File: config.mk
export PLATFORM = sky130hd
export DESIGN_NAME = fnd_capture_flat
export DESIGN_NICKNAME = d
export VERILOG_FILES = /design/src/rtl/fnd_capture_if.sv /design/src/rtl/fnd_capture.sv /design/src/flat_wrapper.sv
export SDC_FILE = /design/constraint.sdc
export NUM_CORES = 1
export LEC_CHECK = 0
export ABC_CLOCK_PERIOD_IN_PS = 15200
export CORE_ASPECT_RATIO = 1.4
export CORE_MARGIN = 1
export CORE_UTILIZATION = 40
export DETAILED_ROUTE_END_ITERATION = 12
export GPL_TIMING_DRIVEN = 0
export PLACE_DENSITY = 0.66
export SYNTH_ARGS = -nofsm -noshare
export SYNTH_HDL_FRONTEND = slang
export SYNTH_SLANG_ARGS = --single-unit
export TNS_END_PERCENT = 100
File: constraint.sdc
create_clock -name clk -period 15.2 [get_ports clk]
set_clock_uncertainty 0.1 [all_clocks]
set_input_delay 2.28 -clock clk [delete_from_list [all_inputs] [get_ports clk]]
set_output_delay 2.28 -clock clk [all_outputs]
set_load 0.01 [all_outputs]
File: src/rtl/fnd_capture_if.sv
// Multiplexed 4-digit 7-segment display bus (commons + segment font).
// Latency: n/a (wires only).
// Backpressure: none; the bus is a free-running scan with no flow control.
//
// fndCom  : digit commons, active-low one-hot (1110=ones .. 0111=thousands)
// fndFont : segment lines, active-low; bit7 = decimal point, bits[6:0] = g..a
// master  : the display driver; slave : a monitor such as fnd_capture
interface fnd_capture_if;
    logic [3:0] fndCom;
    logic [7:0] fndFont;

    modport master (output fndCom, output fndFont);
    modport slave  (input  fndCom, input  fndFont);
endinterface

File: src/rtl/fnd_capture.sv
// Monitor that reconstructs the 4-digit decimal value shown on a multiplexed 7-segment bus.
// Latency: 2 sync cycles + SETTLE_CYCLES stable cycles per digit; number/number_valid one cycle after the frame-completing sample.
// Backpressure: none; a passive observer, pulses are never held or retried.
//
// Ports: clk, reset (async, active-high); bus (fnd_capture_if.slave: fndCom, fndFont);
//        number[13:0] last good value, number_valid / frame_err one-cycle pulses,
//        stale level (no digit sampled for TIMEOUT_CYCLES).
// Optional: define FND_DP_EN to add dp[3:0] (decimal point per digit, updated with number).
module fnd_capture #(
    parameter int SETTLE_CYCLES  = 16,
    parameter int TIMEOUT_CYCLES = 400_000
) (
    input  logic          clk,
    input  logic          reset,
    fnd_capture_if.slave  bus,
    output logic [13:0]   number,
    output logic          number_valid,
    output logic          frame_err,
    output logic          stale
`ifdef FND_DP_EN
    ,
    output logic [3:0]    dp
`endif
);

`ifdef FND_DP_EN
    localparam int FW = 8;
`else
    // Decimal point is ignored entirely, including for settle stability.
    localparam int FW = 7;
    logic unused_dp_bit;
    assign unused_dp_bit = bus.fndFont[7];
`endif
    localparam int SW = $clog2(SETTLE_CYCLES);
    localparam int TW = $clog2(TIMEOUT_CYCLES);

    typedef enum logic [1:0] {WAIT_COM, SETTLE, HOLD} state_t;

    // Returns {invalid, digit}; hex glyphs decode to A..F so they are flagged at assembly.
    function automatic logic [4:0] seg_decode(input logic [6:0] seg);
        logic [4:0] r;
        case (seg)
            7'h40:   r = 5'h00;
            7'h79:   r = 5'h01;
            7'h24:   r = 5'h02;
            7'h30:   r = 5'h03;
            7'h19:   r = 5'h04;
            7'h12:   r = 5'h05;
            7'h02:   r = 5'h06;
            7'h78:   r = 5'h07;
            7'h00:   r = 5'h08;
            7'h10:   r = 5'h09;
            7'h08:   r = 5'h0A;
            7'h03:   r = 5'h0B;
            7'h46:   r = 5'h0C;
            7'h21:   r = 5'h0D;
            7'h06:   r = 5'h0E;
            7'h0E:   r = 5'h0F;
            default: r = 5'h10;
        endcase
        return r;
    endfunction

    logic [3:0]      com_s1_q, com_s1_d, com_s2_q, com_s2_d;
    logic [FW-1:0]   font_s1_q, font_s1_d, font_s2_q, font_s2_d;
    state_t          state_q, state_d;
    logic [3:0]      lat_com_q, lat_com_d;
    logic [FW-1:0]   lat_font_q, lat_font_d;
    logic [1:0]      pos_q, pos_d;
    logic [SW-1:0]   set_cnt_q, set_cnt_d;
    logic [TW-1:0]   to_cnt_q, to_cnt_d;
    logic [3:0]      mask_q, mask_d;
    logic [3:0]      inv_q, inv_d;
    logic [3:0][3:0] digit_q, digit_d;
    logic [13:0]     number_q, number_d;
    logic            number_valid_q, number_valid_d;
    logic            frame_err_q, frame_err_d;
    logic            stale_q, stale_d;
`ifdef FND_DP_EN
    logic [3:0]      dps_q, dps_d;
    logic [3:0]      dp_q, dp_d;
`endif

    // Commons are legal only with exactly one active (zero) line.
    logic       com_legal;
    logic [1:0] com_pos;
    always_comb begin
        com_legal = 1'b1;
        com_pos   = 2'd0;
        case (com_s2_q)
            4'b1110: com_pos = 2'd0;
            4'b1101: com_pos = 2'd1;
            4'b1011: com_pos = 2'd2;
            4'b0111: com_pos = 2'd3;
            default: com_legal = 1'b0;
        endcase
    end

    logic       sample;
    logic [4:0] dec;
    logic [3:0] mask_nxt;
    logic       frame_ok;

    always_comb begin
        com_s1_d       = bus.fndCom;
        com_s2_d       = com_s1_q;
        font_s1_d      = bus.fndFont[FW-1:0];
        font_s2_d      = font_s1_q;
        state_d        = state_q;
        lat_com_d      = lat_com_q;
        lat_font_d     = lat_font_q;
        pos_d          = pos_q;
        set_cnt_d      = set_cnt_q;
        to_cnt_d       = to_cnt_q;
        mask_d         = mask_q;
        inv_d          = inv_q;
        digit_d        = digit_q;
        number_d       = number_q;
        number_valid_d = 1'b0;
        frame_err_d    = 1'b0;
        stale_d        = stale_q;
`ifdef FND_DP_EN
        dps_d          = dps_q;
        dp_d           = dp_q;
`endif
        sample         = 1'b0;
        frame_ok       = 1'b1;
        dec            = seg_decode(lat_font_q[6:0]);
        mask_nxt       = mask_q | (4'b0001 << pos_q);

        case (state_q)
            WAIT_COM: begin
                if (com_legal) begin
                    lat_com_d  = com_s2_q;
                    lat_font_d = font_s2_q;
                    pos_d      = com_pos;
                    set_cnt_d  = '0;
                    state_d    = SETTLE;
                end
            end
            SETTLE: begin
                if (!com_legal) begin
                    state_d = WAIT_COM;
                end else if (com_s2_q != lat_com_q || font_s2_q != lat_font_q) begin
                    lat_com_d  = com_s2_q;
                    lat_font_d = font_s2_q;
                    pos_d      = com_pos;
                    set_cnt_d  = '0;
                end else if (set_cnt_q == SW'(SETTLE_CYCLES - 2)) begin
                    // Latch cycle plus SETTLE_CYCLES-1 matching cycles: stable long enough.
                    sample  = 1'b1;
                    state_d = HOLD;
                end else begin
                    set_cnt_d = set_cnt_q + SW'(1);
                end
            end
            HOLD: begin
                // Only a commons change ends the dwell; font glitches here are ignored.
                if (com_s2_q != lat_com_q) begin
                    if (com_legal) begin
                        lat_com_d  = com_s2_q;
                        lat_font_d = font_s2_q;
                        pos_d      = com_pos;
                        set_cnt_d  = '0;
                        state_d    = SETTLE;
                    end else begin
                        state_d = WAIT_COM;
                    end
                end
            end
            default: state_d = WAIT_COM;
        endcase

        if (sample) begin
            to_cnt_d        = '0;
            stale_d         = 1'b0;
            digit_d[pos_q]  = dec[3:0];
            inv_d[pos_q]    = dec[4];
`ifdef FND_DP_EN
            dps_d[pos_q]    = ~lat_font_q[7];
`endif
            if (mask_nxt == 4'hF) begin
                for (int i = 0; i < 4; i++) begin
                    if (inv_d[i] || digit_d[i] > 4'd9) frame_ok = 1'b0;
                end
                if (frame_ok) begin
                    number_d = 14'(digit_d[3]) * 14'd1000 + 14'(digit_d[2]) * 14'd100
                             + 14'(digit_d[1]) * 14'd10   + 14'(digit_d[0]);
                    number_valid_d = 1'b1;
`ifdef FND_DP_EN
                    dp_d = dps_d;
`endif
                end else begin
                    frame_err_d = 1'b1;
                end
                mask_d = 4'h0;
                inv_d  = 4'h0;
            end else begin
                mask_d = mask_nxt;
            end
        end else begin
            if (to_cnt_q != TW'(TIMEOUT_CYCLES - 1)) to_cnt_d = to_cnt_q + TW'(1);
            if (to_cnt_d == TW'(TIMEOUT_CYCLES - 1)) begin
                // Stale bus: drop whatever partial frame was being collected.
                stale_d = 1'b1;
                mask_d  = 4'h0;
                inv_d   = 4'h0;
            end
        end
    end

    always_ff @(posedge clk or posedge reset) begin
        if (reset) begin
            com_s1_q       <= 4'hF;
            com_s2_q       <= 4'hF;
            font_s1_q      <= '1;
            font_s2_q      <= '1;
            state_q        <= WAIT_COM;
            lat_com_q      <= 4'hF;
            lat_font_q     <= '1;
            pos_q          <= 2'd0;
            set_cnt_q      <= '0;
            to_cnt_q       <= '0;
            mask_q         <= 4'h0;
            inv_q          <= 4'h0;
            digit_q        <= '0;
            number_q       <= 14'd0;
            number_valid_q <= 1'b0;
            frame_err_q    <= 1'b0;
            stale_q        <= 1'b0;
`ifdef FND_DP_EN
            dps_q          <= 4'h0;
            dp_q           <= 4'h0;
`endif
        end else begin
            com_s1_q       <= com_s1_d;
            com_s2_q       <= com_s2_d;
            font_s1_q      <= font_s1_d;
            font_s2_q      <= font_s2_d;
            state_q        <= state_d;
            lat_com_q      <= lat_com_d;
            lat_font_q     <= lat_font_d;
            pos_q          <= pos_d;
            set_cnt_q      <= set_cnt_d;
            to_cnt_q       <= to_cnt_d;
            mask_q         <= mask_d;
            inv_q          <= inv_d;
            digit_q        <= digit_d;
            number_q       <= number_d;
            number_valid_q <= number_valid_d;
            frame_err_q    <= frame_err_d;
            stale_q        <= stale_d;
`ifdef FND_DP_EN
            dps_q          <= dps_d;
            dp_q           <= dp_d;
`endif
        end
    end

    assign number       = number_q;
    assign number_valid = number_valid_q;
    assign frame_err    = frame_err_q;
    assign stale        = stale_q;
`ifdef FND_DP_EN
    assign dp           = dp_q;
`endif

endmodule

File: src/flat_wrapper.sv
// flat-port wrapper written by rule: the top's interface ports become plain ports
module fnd_capture_flat 
#(
    parameter int SETTLE_CYCLES  = 16,
    parameter int TIMEOUT_CYCLES = 400_000
)
  (clk, reset, number, number_valid, frame_err, stale, bus_fndCom, bus_fndFont);
  fnd_capture_if bus_i ();
  input  logic clk;
  input  logic reset;
  output logic [13:0] number;
  output logic number_valid;
  output logic frame_err;
  output logic stale;
  input wire logic [$bits(bus_i.fndCom)-1:0] bus_fndCom;
  input wire logic [$bits(bus_i.fndFont)-1:0] bus_fndFont;
  assign bus_i.fndCom = bus_fndCom;
  assign bus_i.fndFont = bus_fndFont;
  fnd_capture #(.SETTLE_CYCLES(SETTLE_CYCLES), .TIMEOUT_CYCLES(TIMEOUT_CYCLES)) u_core (.clk(clk), .reset(reset), .bus(bus_i), .number(number), .number_valid(number_valid), .frame_err(frame_err), .stale(stale));
endmodule
Yosys cells after proc, flatten, opt, wreduce, memory -nomap -nowiden:

Cells that the tools add are included.

* register bits after elaboration: 101
* input port bits: 14
* output and inout bits: 17
* logic and storage cells: 148

* add/sub/neg operators: 5
* $mul: 3
* $lt $le $gt $ge: 6
* equal/unequal tests: 34
* shift operators: 1
* muxes and demuxes: 63
* bitwise logic cells: 1
* reductions and logical operators: 15

Operators with widths (count)
* $pmux 5 s16: 1
* $mux 4: 15
* $mux 19: 3
* $eq 7x7->1 const B: 4
* $mux 7: 4
* $pmux 4 s3: 2
* $eq 7x5->1 const B: 3
* $eq 7x6->1 const B: 3
* $mux 1: 21
* $pmux 7 s3: 1
* $eq 4x4->1 const B: 5
* $add 19x1->19 const B: 1
* $eq 19x19->1 const B: 1
* $ne 19x19->1 const B: 1
* $mux 2: 9
* $pmux 2 s3: 3
* $bwmux 16: 1
* $gt 4x4->1 const B: 4
* $add 14x11->14: 1
* $add 14x4->14: 1
* $add 14x8->14: 1
* $eq 7x2->1 const B: 2
* $eq 7x4->1 const B: 2
* $reduce_and 4->1: 3
* other kinds (28): 36

Longest topological paths before layout:

Gate-level depths: netlist (run 1).

* word-level depth: 16
* mapped depth: 26
* gate-level depth less buffers: 25

Worst setup path before layout (run 1):

No wires, ideal clock.

* path kind: reg-to-reg
* start point: reg u_core.lat_font_q[1]
* end point: reg u_core.number_q[13], in the netlist u_core.number[13]
* library setup time: 0.125 ns
* arrival time: 5.926 ns
* required time: 14.975 ns
* path slack: 9.050 ns
* cell stages (with the launch flop): 25
* path buffers: 1
* clock period less this slack: 6.150 ns
* cells stage by stage: dfstp_2 > buf_2 > nand3b_1 > a2111oi_0 > a21oi_1 > and2_1 > o21ai_0 > fa_1 > inv_1 > fa_1 > inv_1 > ha_1 > nor2b_1 > o21ai_0 > nand2b_1 > xnor2_1 > ha_1 > ha_1 > ha_1 > or3_1 > nor3_1 > o41ai_1 > a21oi_1 > xnor3_1 > mux2_2

* longest elaborated chain between the ends: 12
* elaborated cells between the ends (all ways): 45
* those cells by class: 3 x add/sub; 3 x mul; 4 x order compare; 16 x eq/ne; 12 x mux; 7 x reduce/logical

RTL lines
* start, declared: line fnd_capture.sv:68 `logic [FW-1:0] lat_font_q, lat_font_d;`
* start signal, assigned: line fnd_capture.sv:242 `lat_font_q <= lat_font_d;`
* branches (longest 12 deep; another with $add 14x11->14)
* end signal, assigned: line fnd_capture.sv:249 `number_q <= number_d;`
* end, declared: line fnd_capture.sv:75 `logic [13:0] number_q, number_d;`

Several ways; the timed one is not identified. The select of a mux whose other input is x is not followed.
A chain may end at the register's enable or synchronous reset.

Worst setup path in the final report (run 1):

Ends and elaborated chain as after synthesis.

==> run summary, run 1 <==
Post-CTS setup repair buffer count: 0
Post-synth EDFFs: 0
Setup TNS: 0 ns
Crit path launch type: register
Crit Path Class: reg -> reg
Drt via density: 5.50
Number of synthesis warnings: 0
Die width: 111 µm
Setup Viol. Count Final: 0
GRT overflow: 0
Peak VDD IR: 0.0468 mV
CP max stage delay: 0.63 ns
Syn Inst Count: 664
CTS Buffer Depth: 2
TritonCTS Sinks: 101
Synth top area share: 0.256
Core area: 0.0162 mm²
Post-synth top area cell: dfrtp_1
CTS tree: yes
Post-Syn Area: 0.00665 mm²
Clock Tree Root: clkbuf_16
Crit share post-route: 0.461
Final core utilization: 0.464
Post-DRT Antenna Nets: 0
Leak Pwr: 0.00349 µW
CP Capture Type: register
Most frequent CP cell: ha_1
HPWL Detailed: 10400 µm
Simple logic cell fraction of the synthesized area: 0.167
Initial antenna violation count: 0
Synth Flop Type: dfrtp_1
Max Cap Viol: 0
Sequential fraction of the synthesis area: 0.387
CTS Buf Count: 9
Slew @ Worst Pin: 0.952 ns
Post-synthesis cell type count: 68
Top delay family on crit path: adder cells
Compound-Gate Fraction of Synth Area: 0.114
DRT iter0 DRCs: 238
Post-Synth XOR/XNOR Area: 0.0680
Normalized max-slew margin: 0.359
Max frequency: 143 MHz
Buffers on Ports: 29
Post-DR wirelength/cell: 15.2 µm
GRT Util Overall: 0.175
Final Max Slew Viols: 0
Setup repair after global routing missed its margin: false
Mux contribution to synthesized area: 0.0612
Clk slew on worst S/H paths: 0.08 ns
Outcome: finished, final reports clean
Rows: 55
Layout cells sized above 1: 0.130
HP Class: reg -> reg
Die Span Y: 155 µm
ANT cells: 0
Yosys reg bits: 101
Syn_area_per_cell: 10.0 µm²
Global-route wire length before repair: 24500 µm
Via count: 4998
Overall routed net length: 13800 µm
CP required: 15.34 ns
PD cells: 83.7 mW/mm²
Drt drc: 0
Crit path time final: 7.01 ns
Largest family of logic cells by synthesized area: simple AND/OR/NAND/NOR gates
First-pass iteration count of the detailed router: 5
Slowest-stage cell, CP: o21ai_0
H-Tree Depth: 3
Final hold viol count: 0
Syn_nets: 752
Critical path arrival: 7.15 ns
I/O pin count: 31
GPL Wtd Cong: 0.961
Synth Area in Adders: 0.159
Post-CTS Resized: 0
Worst-path maximum fanout: 10
Initial Util: 0.411
Full die area: 0.0171 mm²
Post-CTS Hold Buffers: 0
Area grow syn2layout: 13.0%
Clock latency on the worst-skew pair: 0.35 ns
# nets final: 793
Largest net degree at the start of global routing: 67
Ranking of synthesized cells by area: dfrtp_1 26%, dfstp_2 13%, ha_1 11%
CP bufs+invs: 4
FFs w/ async S/R, synth: 1.00
Vias in the first global route: 5268
==> cell type report <==
| cell class | count | area, µm² |
|---|---|---|
| buffer | 26 | 109 |
| clock buffer | 10 | 229 |
| clock inverter | 6 | 62.6 |
| fill | 1469 | 8670 |
| inverter | 49 | 186 |
| multi-input combinational | 488 | 3780 |
| sequential | 101 | 2570 |
| tap | 199 | 249 |
| timing repair buffer | 30 | 318 |
==> path summary, 6_finish.rpt <==
| path | from | to | slack, ns | depth (start not counted) |
|---|---|---|---|---|
| worst min register to register | u_core.com_s1_q[0]$_DFF_PP1_ | u_core.com_s2_q[0]$_DFF_PP1_ | 0.26 | 0 |
| min in group asynchronous | reset | u_core.set_cnt_q[2]$_DFFE_PP0P_ | 2.20 | 2 |
| worst min-delay path | u_core.com_s1_q[0]$_DFF_PP1_ | u_core.com_s2_q[0]$_DFF_PP1_ | 0.26 | 0 |
| worst max register to register | u_core.lat_font_q[1]$_DFFE_PP1P_ | u_core.number[13]$_DFFE_PP0P_ | 8.19 | 26 |
| worst max-delay path | u_core.lat_font_q[1]$_DFFE_PP1P_ | u_core.number[13]$_DFFE_PP0P_ | 8.19 | 26 |
| max in group asynchronous | reset | u_core.lat_font_q[0]$_DFFE_PP1P_ | 12.09 | 3 |
==> worst register-to-register path: stages, from the launching register on <==
cell      delay [ns]
dfstp_2         0.56
buf_2           0.22
nand3b_1        0.13
o22a_1          0.21
o21ai_0         0.64
nor2_1          0.25
nand2_1         0.15
nand2_1         0.11
inv_1           0.27
fa_1            0.51
inv_1           0.15
fa_1            0.43
inv_1           0.07
ha_1            0.26
nor2b_1         0.14
o21ai_0         0.15
nand2b_1        0.10
xnor2_1         0.14
ha_1            0.27
ha_1            0.29
ha_1            0.24
or3_1           0.31
nor3_1          0.22
o41ai_1         0.15
a21oi_1         0.23
xnor3_1         0.33
mux2_2          0.26
==> per-layer routing <==
layer / up-vias / share of wire / GRT usage
li1: 2409 / - / -
met1: 2426 / 0.42 / 0.205
met2: 122 / 0.52 / 0.305
met3: 41 / 0.031 / 0.0290
met4: 0 / 0.037 / 0.0933
met5: - / 0 / 0
==> synth_stat cells, types with 2 or more instances <==
library cell / number
a2111oi_0: 2
a211oi_1: 5
a21o_1: 4
a21oi_1: 28
a22oi_1: 5
a31oi_1: 8
and2_1: 9
and3_1: 7
and4_1: 5
buf_2: 2
clkbuf_1: 21
dfrtp_1: 68
dfstp_2: 33
fa_1: 17
ha_1: 57
inv_1: 49
mux2_2: 21
mux2_4: 8
mux2i_1: 5
nand2_1: 56
nand2b_1: 6
nand3_1: 15
nand3b_1: 2
nand4_1: 15
nor2_1: 50
nor2b_1: 4
nor3_1: 16
nor3b_1: 4
nor4_1: 5
nor4b_1: 4
nor4bb_1: 3
o2111ai_1: 2
o211ai_1: 6
o21a_1: 3
o21ai_0: 33
o21bai_1: 2
o221ai_1: 2
o31ai_1: 2
or3_1: 3
or4_1: 2
xnor2_1: 33
xor2_1: 16
==> state kept, by name, indices dropped and copies added, names as in the netlist <==
name,count
u_core.font_s1_q,7
u_core.set_cnt_q,4
u_core.stale,1
u_core.lat_font_q,7
u_core.to_cnt_q,19
u_core.number,14
u_core.pos_q,2
u_core.inv_q,4
u_core.frame_err,1
u_core.com_s1_q,4
u_core.font_s2_q,7
u_core.com_s2_q,4
u_core.mask_q,4
u_core.digit_q,16
u_core.state_q,2
u_core.lat_com_q,4
u_core.number_valid,1
==> where the power goes <==
part	total [µW]	leakage [µW]	internal (µW)	switching (µW)
Sequential	296	0.00128	286	9.38
Clock	228	0.000143	116	112
Combinational	105	0.00207	41.4	63.8
==> layout by cell type (no fill, tap or decap), drive strengths merged, types with 6 or more instances in the layout <==
cell,Yosys,routed
a21oi,28,28
a31oi,8,8
and2,9,9
and3,7,7
clkbuf,22,32
clkdlybuf4s50,0,29
dfrtp,68,68
dfstp,33,33
fa,17,17
ha,57,57
inv,49,53
mux2,29,29
nand2,56,56
nand2b,6,6
nand3,16,16
nand4,15,15
nor2,50,50
nor3,16,16
nor4,6,6
o211ai,6,6
o21ai,34,34
xnor2,33,33
xor2,16,16
==> kinds of logic (layout without fill, tap and decap cells) <==
group,Yosys count,count (layout)
buf+inv,75,121
xor+xnor,50,50
compound gates,116,116
fa+ha+maj,74,74
simple gates,214,214
flops,101,101
mux,34,34
==> through the flow <==
stage	setup slack, ns	power (µW)	hold WS (ns)	instances	instance area [µm²]
floorplan	9.05	377	0.245	664	6650
detailed placement	8.27	405	0.247	893	7210
CTS	8.23	635	0.258	909	7510
finish	8.19	629	0.257	909	7510
global route	7.72	662	0.261	909	7510
global placement	8.26	400	0.246	892	7180
Power figures use the tool's default switching activity.
==> run 2: changes to the inputs <==
--- a/config.mk
+++ b/config.mk
@@ -5,13 +5,13 @@
 export SDC_FILE = /design/constraint.sdc
 export NUM_CORES = 1
 export LEC_CHECK = 0
-export ABC_CLOCK_PERIOD_IN_PS = 15200
+export ABC_CLOCK_PERIOD_IN_PS = 5800
 export CORE_ASPECT_RATIO = 1.4
 export CORE_MARGIN = 1
 export CORE_UTILIZATION = 40
 export DETAILED_ROUTE_END_ITERATION = 12
 export GPL_TIMING_DRIVEN = 0
-export PLACE_DENSITY = 0.66
+export PLACE_DENSITY = 0.68
 export SYNTH_ARGS = -nofsm -noshare
 export SYNTH_HDL_FRONTEND = slang
 export SYNTH_SLANG_ARGS = --single-unit
==> constraint.sdc (replaced) <==
create_clock -name clk -period 5.8 [get_ports clk]
set_clock_uncertainty 0.1 [all_clocks]
set_input_delay 0.87 -clock clk [delete_from_list [all_inputs] [get_ports clk]]
set_output_delay 0.87 -clock clk [all_outputs]
set_load 0.01 [all_outputs]
==> run 2 against run 1 <==
Against the previous run:
- power rose to 2.8 times the previous value
- largest cell class unchanged
- core utilization up 4.2 points
- routed wire length increased by 5.4%
==> run summary, run 2 (synthesized netlist as in run 1, its figures left out) <==
Outcome: finished, final reports clean
Drt via density: 5.40 (-1.8%)
Post-DRT Antenna Nets: 0 (unchanged)
Leak Pwr: 0.00378 µW (+8.4%)
Initial antenna violation count: 0 (unchanged)
CTS Buf Count: 9 (unchanged)
TritonCTS Sinks: 101 (unchanged)
Core area: 0.0162 mm² (unchanged)
Setup Viol. Count Final: 0 (unchanged)
Layout cells sized above 1: 0.250 (+0.121)
Slew @ Worst Pin: 0.793 ns (-0.158 ns)
CP max stage delay: 0.58 ns (-0.05 ns)
Area grow syn2layout: 23.3%
Rows: 55 (unchanged)
Setup TNS: 0 ns (unchanged)
Hold_ws: 0.257 ns (+0.0000320 ns)
Largest net degree at the start of global routing: 63 (-6.0%)
HPWL Detailed: 9910 µm (-5.1%)
Crit path time final: 5.67 ns (-1.35 ns)
GRT overflow: 0 (unchanged)
Drt drc: 0 (unchanged)
Max Cap Viol: 0 (unchanged)
Crit share post-route: 0.977 (+0.515)
CTS Buffer Depth: 2 (unchanged)
ANT cells: 0 (unchanged)
Clock Tree Root: clkbuf_16
Finished layout cell area: 0.00819 mm² (+9.1%)
Full die area: 0.0171 mm² (unchanged)
DRT iter0 DRCs: 194 (-18%)
Total Power: 1770 µW (+180%)
Peak VDD IR: 0.130 mV (+180%)
CP Capture Type: register
Pre-CTS WS: -0.793 ns (-9.06 ns)
HP Class: reg -> reg
Crit path launch type: register
I/O pin count: 31 (unchanged)
CP required: 5.94 ns (-9.40 ns)
# fillers: 1401 (-4.6%)
Die Span Y: 155 µm (unchanged)
Worst-path maximum fanout: 5 (-5)
Most frequent CP cell: ha_4
First-pass iteration count of the detailed router: 4 (-1)
Slowest-stage cell, CP: fa_2
Clock latency on the worst-skew pair: 0.35 ns (about the same)
Crit Path Class: reg -> reg
Overall routed net length: 14600 µm (+5.4%)
Buffers on Ports: 29 (unchanged)
GPL Wtd Cong: 0.843 (-12%)
CTS tree: yes
Area post-placement: 0.00725 mm² (+0.49%)
# nets final: 834 (+5.2%)
Largest reg by FF count: u_core.to_cnt_q
Final Max Slew Viols: 0 (unchanged)
Post-route worst setup slack: 0.135 ns (-8.05 ns)
H-Tree Depth: 3 (unchanged)
Final hold viol count: 0 (unchanged)
Die width: 111 µm (unchanged)
Max reg flops: 19 (unchanged)
Initial Util: 0.411 (unchanged)
PD cells: 216 mW/mm² (+160%)
Post-DR wirelength/cell: 15.3 µm (+0.89%)
Critical path arrival: 5.80 ns (-1.35 ns)
Via count: 5131 (+2.7%)
GRT Util Overall: 0.173 (-0.00182)
Commonest non-fill, non-tap cell in the layout: dfrtp_1
Vias in the first global route: 5093 (-3.3%)
Clk slew on worst S/H paths: 0.07 ns (about the same)
Commonest cells after routing, fill and taps aside: 68 x dfrtp_1, 52 x ha_1, 51 x nand2_1
Max frequency: 177 MHz (+24%)
Normalized max-slew margin: 0.469 (+0.110)
Global-route wire length before repair: 24100 µm (-1.7%)
Post-CTS Hold Buffers: 0 (unchanged)
run 2: cell count changes in the layout (fill, tap and decap cells not counted), moves of 6 or more:
cell / previous run / this run
a21oi_1: 28 / 22
a21oi_2: 0 / 6
buf_4: 0 / 41
buf_6: 1 / 7
clkbuf_1: 22 / 15
o21ai_0: 33 / 25
run 2: layer usage:
metal	wire [µm]	vias to the layer above	part of all wire	global-route usage
li1	-	2494	-	-
met3	315	25	0.022	0.0231
met2	7700	85	0.53	0.310
met5	0	-	0	0
met1	6160	2527	0.42	0.205
met4	384	0	0.026	0.0781
run 2: area by class of cell:
cell class	count	area, µm²	area share
Buffer	24	163	0.0199
Clock buffer	10	239	0.0292
Clock inverter	6	62.6	0.00764
Inverter	49	194	0.0237
Multi-Input combinational cell	488	4070	0.496
Sequential cell	101	2570	0.314
Tap cell	199	249	0.0304
Timing Repair Buffer	73	648	0.0791
run 2: what timing repair did:
item,4_1_cts,5_1_grt
setup endpoints to repair,4,3
gates resized for setup,36,41
cloned,0,0
pin swaps,11,21
setup buffers,28,17
run 2: where the power goes:
| group | internal (µW) | switching [µW] | total [µW] |
|---|---|---|---|
| sequential | 750 | 28.4 | 779 |
| combinational | 177 | 200 | 378 |
| clock | 316 | 297 | 613 |
run 2: worst paths after layout:
kind                                                 end                              from  cells past startpoint  slack, ns
setup reg to reg           u_core.number[13]$_DFFE_PP0P_  u_core.lat_font_q[1]$_DFFE_PP1P_                     25       0.13
hold reg to reg             u_core.com_s2_q[2]$_DFF_PP1_      u_core.com_s1_q[2]$_DFF_PP1_                      0       0.26
min in group asynchronous     u_core.frame_err$_DFF_PP0_                             reset                      2       0.82
max in group asynchronous  u_core.font_s2_q[0]$_DFF_PP1_                             reset                      3       4.06
hold / removal              u_core.com_s2_q[2]$_DFF_PP1_      u_core.com_s1_q[2]$_DFF_PP1_                      0       0.26
setup / recovery           u_core.number[13]$_DFFE_PP0P_  u_core.lat_font_q[1]$_DFFE_PP1P_                     25       0.13
run 2: per-stage QoR:
step            util  instances
6_report       0.506        950
5_1_grt        0.506        950
4_1_cts        0.488        935
3_5_place_dp   0.448        893
3_3_place_gp   0.446        892
2_1_floorplan      -        664
run 2: critical path: cells and delay by family, from the launching register on:
| family | cells | cell delay [ns] |
|---|---|---|
| buf+inv | 5 | 0.38 |
| xor+xnor | 2 | 0.42 |
| flops | 1 | 0.55 |
| simple gates | 6 | 1.10 |
| mux | 1 | 0.26 |
| compound gates | 5 | 0.78 |
| fa+ha+maj | 6 | 1.98 |
==> run 3: changes to the inputs <==
--- a/config.mk
+++ b/config.mk
@@ -6,12 +6,11 @@
 export NUM_CORES = 1
 export LEC_CHECK = 0
 export ABC_CLOCK_PERIOD_IN_PS = 5800
-export CORE_ASPECT_RATIO = 1.4
+export CORE_ASPECT_RATIO = 0.8
 export CORE_MARGIN = 1
 export CORE_UTILIZATION = 40
 export DETAILED_ROUTE_END_ITERATION = 12
 export GPL_TIMING_DRIVEN = 0
-export PLACE_DENSITY = 0.68
 export SYNTH_ARGS = -nofsm -noshare
 export SYNTH_HDL_FRONTEND = slang
 export SYNTH_SLANG_ARGS = --single-unit
==> run 3 against run 2 <==
Against the previous run:
- register-to-register slack improved by 0.06 ns
- routed wire length decreased by 1.7%
- critical endpoint unchanged
- count of clock-buffer cells in the layout decreased by 1
- flip-flop and latch count unchanged
- highest routed layer unchanged
- global-route usage increased by 0.47 points
==> run summary, run 3 (synthesized netlist as in run 1, its figures left out) <==
Outcome: finished, final reports clean
Largest reg by FF count: u_core.to_cnt_q
Normalized max-slew margin: 0.507 (+0.0377)
Peak VDD IR: 0.182 mV (+40%)
Worst Hold Depth: 0 (unchanged)
Layout cells sized above 1: 0.224 (-0.0260)
Overall routed net length: 14300 µm (-1.7%)
Busiest layer in global routing: met2
Drt via density: 5.33 (-1.3%)
Vias in the first global route: 4988 (-2.1%)
Area grow syn2layout: 20.4%
HPWL Detailed: 10200 µm (+2.7%)
R2r endpoint: u_core.number[13]$_DFFE_PP0P_
CTS Buffer Depth: 2 (unchanged)
Max Cap Viol: 0 (unchanged)
CP required: 5.94 ns (about the same)
R2R depth: 20 (-20%)
R2R setup slack: 0.20 ns (+0.06 ns)
Final Max Slew Viols: 0 (unchanged)
# fillers: 1467 (+4.7%)
Finished Layout Cells: 946 (-0.42%)
Sink of the worst hold path: u_core.font_s2_q[3]$_DFF_PP1_
Crit path launch type: register
Buffers on Ports: 29 (unchanged)
CP Capture Type: register
Commonest non-fill, non-tap cell in the layout: dfrtp_1
GRT Util Overall: 0.178 (+0.00474)
Grt met1 use: 0.241 (+0.0358)
Rows: 41 (-25%)
Die Span Y: 117 µm (-24%)
Crit share post-route: 0.966 (-0.0104)
ANT cells: 0 (unchanged)
Largest net degree at the start of global routing: 57 (-9.5%)
Clock power frac: 0.349 (+0.003)
Final hold viol count: 0 (unchanged)
Switching power total: 524 µW (-0.39%)
Die width: 146 µm (+32%)
Setup Viol. Count Final: 0 (unchanged)
Global-route wire length before repair: 24100 µm (-0.23%)
Core area: 0.0160 mm² (-1.0%)
Commonest cells after routing, fill and taps aside: 67 x dfrtp_1, 55 x nand2_1, 49 x ha_1
Global-route met3 utilization: 0.0388 (+0.0156)
TritonCTS Sinks: 101 (unchanged)
Max reg flops: 19 (unchanged)
Via count: 5043 (-1.7%)
Initial Util: 0.415 (+0.00427)
Combinational power share: 0.206 (-0.007)
Setup repair after global routing missed its margin: true
Switching Share: 0.301 (+0.00346)
Crit Path Class: reg -> reg
First-pass iteration count of the detailed router: 5 (+1)
Full die area: 0.0171 mm² (about the same)
Max frequency: 178 MHz (+1.1%)
Leak Pwr: 0.00363 µW (-4.1%)
# nets final: 814 (-2.4%)
Critical path arrival: 5.75 ns (-0.05 ns)
Clock Tree Root: clkbuf_16
Drt drc: 0 (unchanged)
DRT iter0 DRCs: 251 (+29%)
Post-DRT Antenna Nets: 0 (unchanged)
Post-DR wirelength/cell: 15.1 µm (-1.3%)
R2r startpoint: u_core.lat_font_q[6]$_DFFE_PP1P_
Met2 Track Usage GR: 0.285 (-0.0248)
DP Cell Count: 909 (+1.8%)
Clock latency on the worst-skew pair: 0.35 ns (about the same)
HP Class: reg -> reg
Sequential fraction of design power: 0.445 (+0.005)
Internal Pwr Total: 1220 µW (-2.0%)
I/O pin count: 31 (unchanged)
H-Tree Depth: 3 (unchanged)
Final core utilization: 0.500 (-0.00654)
Hold_sp: u_core.font_s1_q[3]$_DFF_PP1_
CTS Buf Count: 9 (unchanged)
GRT overflow: 0 (unchanged)
Initial antenna violation count: 0 (unchanged)
CTS tree: yes
GPL Wtd Cong: 0.917 (+8.8%)
PD cells: 218 mW/mm² (+0.79%)
Crit path time final: 5.60 ns (-0.0606 ns)
Worst-path maximum fanout: 5 (unchanged)
Clk slew on worst S/H paths: 0.07 ns (about the same)
Slew @ Worst Pin: 0.737 ns (-0.0563 ns)
==> run 3: worst max path at each step <==
| stage | slack [ns] | depth (start not counted) | end | start |
|---|---|---|---|---|
| global route | -0.05 | 25 | u_core.number[13]$_DFFE_PP0P_ | u_core.lat_font_q[1]$_DFFE_PP1P_ |
| floorplan | 0.01 | 26 | u_core.number[13]$_DFFE_PP0P_ | u_core.lat_font_q[5]$_DFFE_PP1P_ |
| detailed placement | -0.81 | 26 | u_core.number[13]$_DFFE_PP0P_ | u_core.lat_font_q[5]$_DFFE_PP1P_ |
| finish | 0.20 | 20 | u_core.number[13]$_DFFE_PP0P_ | u_core.lat_font_q[6]$_DFFE_PP1P_ |
| global placement | -0.74 | 26 | u_core.number[13]$_DFFE_PP0P_ | u_core.lat_font_q[5]$_DFFE_PP1P_ |
| CTS | 0.01 | 25 | u_core.number[13]$_DFFE_PP0P_ | u_core.lat_font_q[1]$_DFFE_PP1P_ |
==> run 3: metrics by stage <==
step | cell area, µm² | setup TNS, ns | worst slack, ns | hold WS [ns] | power (µW)
2_1_floorplan | 6680 | 0 | 0.0137 | 0.245 | 996
3_3_place_gp | 7240 | -1.27 | -0.739 | 0.245 | 1060
3_5_place_dp | 7270 | -1.48 | -0.813 | 0.247 | 1070
4_1_cts | 7800 | 0 | 0.0133 | 0.258 | 1730
5_1_grt | 8000 | -0.0504 | -0.0504 | 0.265 | 1830
6_report | 8000 | 0 | 0.195 | 0.258 | 1740
==> run 3: repair_timing <==
action	CTS	global route
hold buffers	0	0
pin swaps	15	16
buffers inserted	17	6
setup endpoints to repair	3	3
gates resized for setup	34	31
==> run 3: area by class of cell <==
type                    count  area (µm²)  share of cell area
well taps                 215         269              0.0336
flip-flops and latches    101        2570               0.321
plain buffers              24         153              0.0191
inverters                  49         191              0.0239
clock inverters             7        71.3             0.00891
clock buffers               9         225              0.0281
repair buffers             53         494              0.0618
multi-input cells         488        4030               0.503
==> run 3: power groups by stage <==
stage                     logic (µW)  clock network [µW]  registers (µW)
after detailed placement         282                   0             789
after CTS                        329                 632             774
after global routing             393                 658             781
after floorplan                  215                   0             782
after global placement           275                   0             787
final                            359                 608             776
==> run 3: worst max-delay path, cell delays in order, from the launching register on <==
cell and delay (ns):
dfstp_2 0.38, buf_4 0.16, or3_1 0.41, or4_4 0.55, o211a_4 0.20, o21ai_4 0.16, ha_1 0.18, ha_1 0.17
inv_1 0.05, fa_1 0.47, fa_1 0.54, inv_1 0.04, ha_1 0.30, ha_1 0.34, nor2b_1 0.16, o2111a_2 0.28
nor3_4 0.23, o41ai_2 0.11, a21oi_1 0.17, xnor3_1 0.22, mux2_2 0.26
==> run 3: per-layer routing <==
metal / up-vias / routed length [µm]
met2: 123 / 6510
met5: - / 0
li1: 2458 / -
met3: 18 / 674
met1: 2444 / 6910
met4: 0 / 221
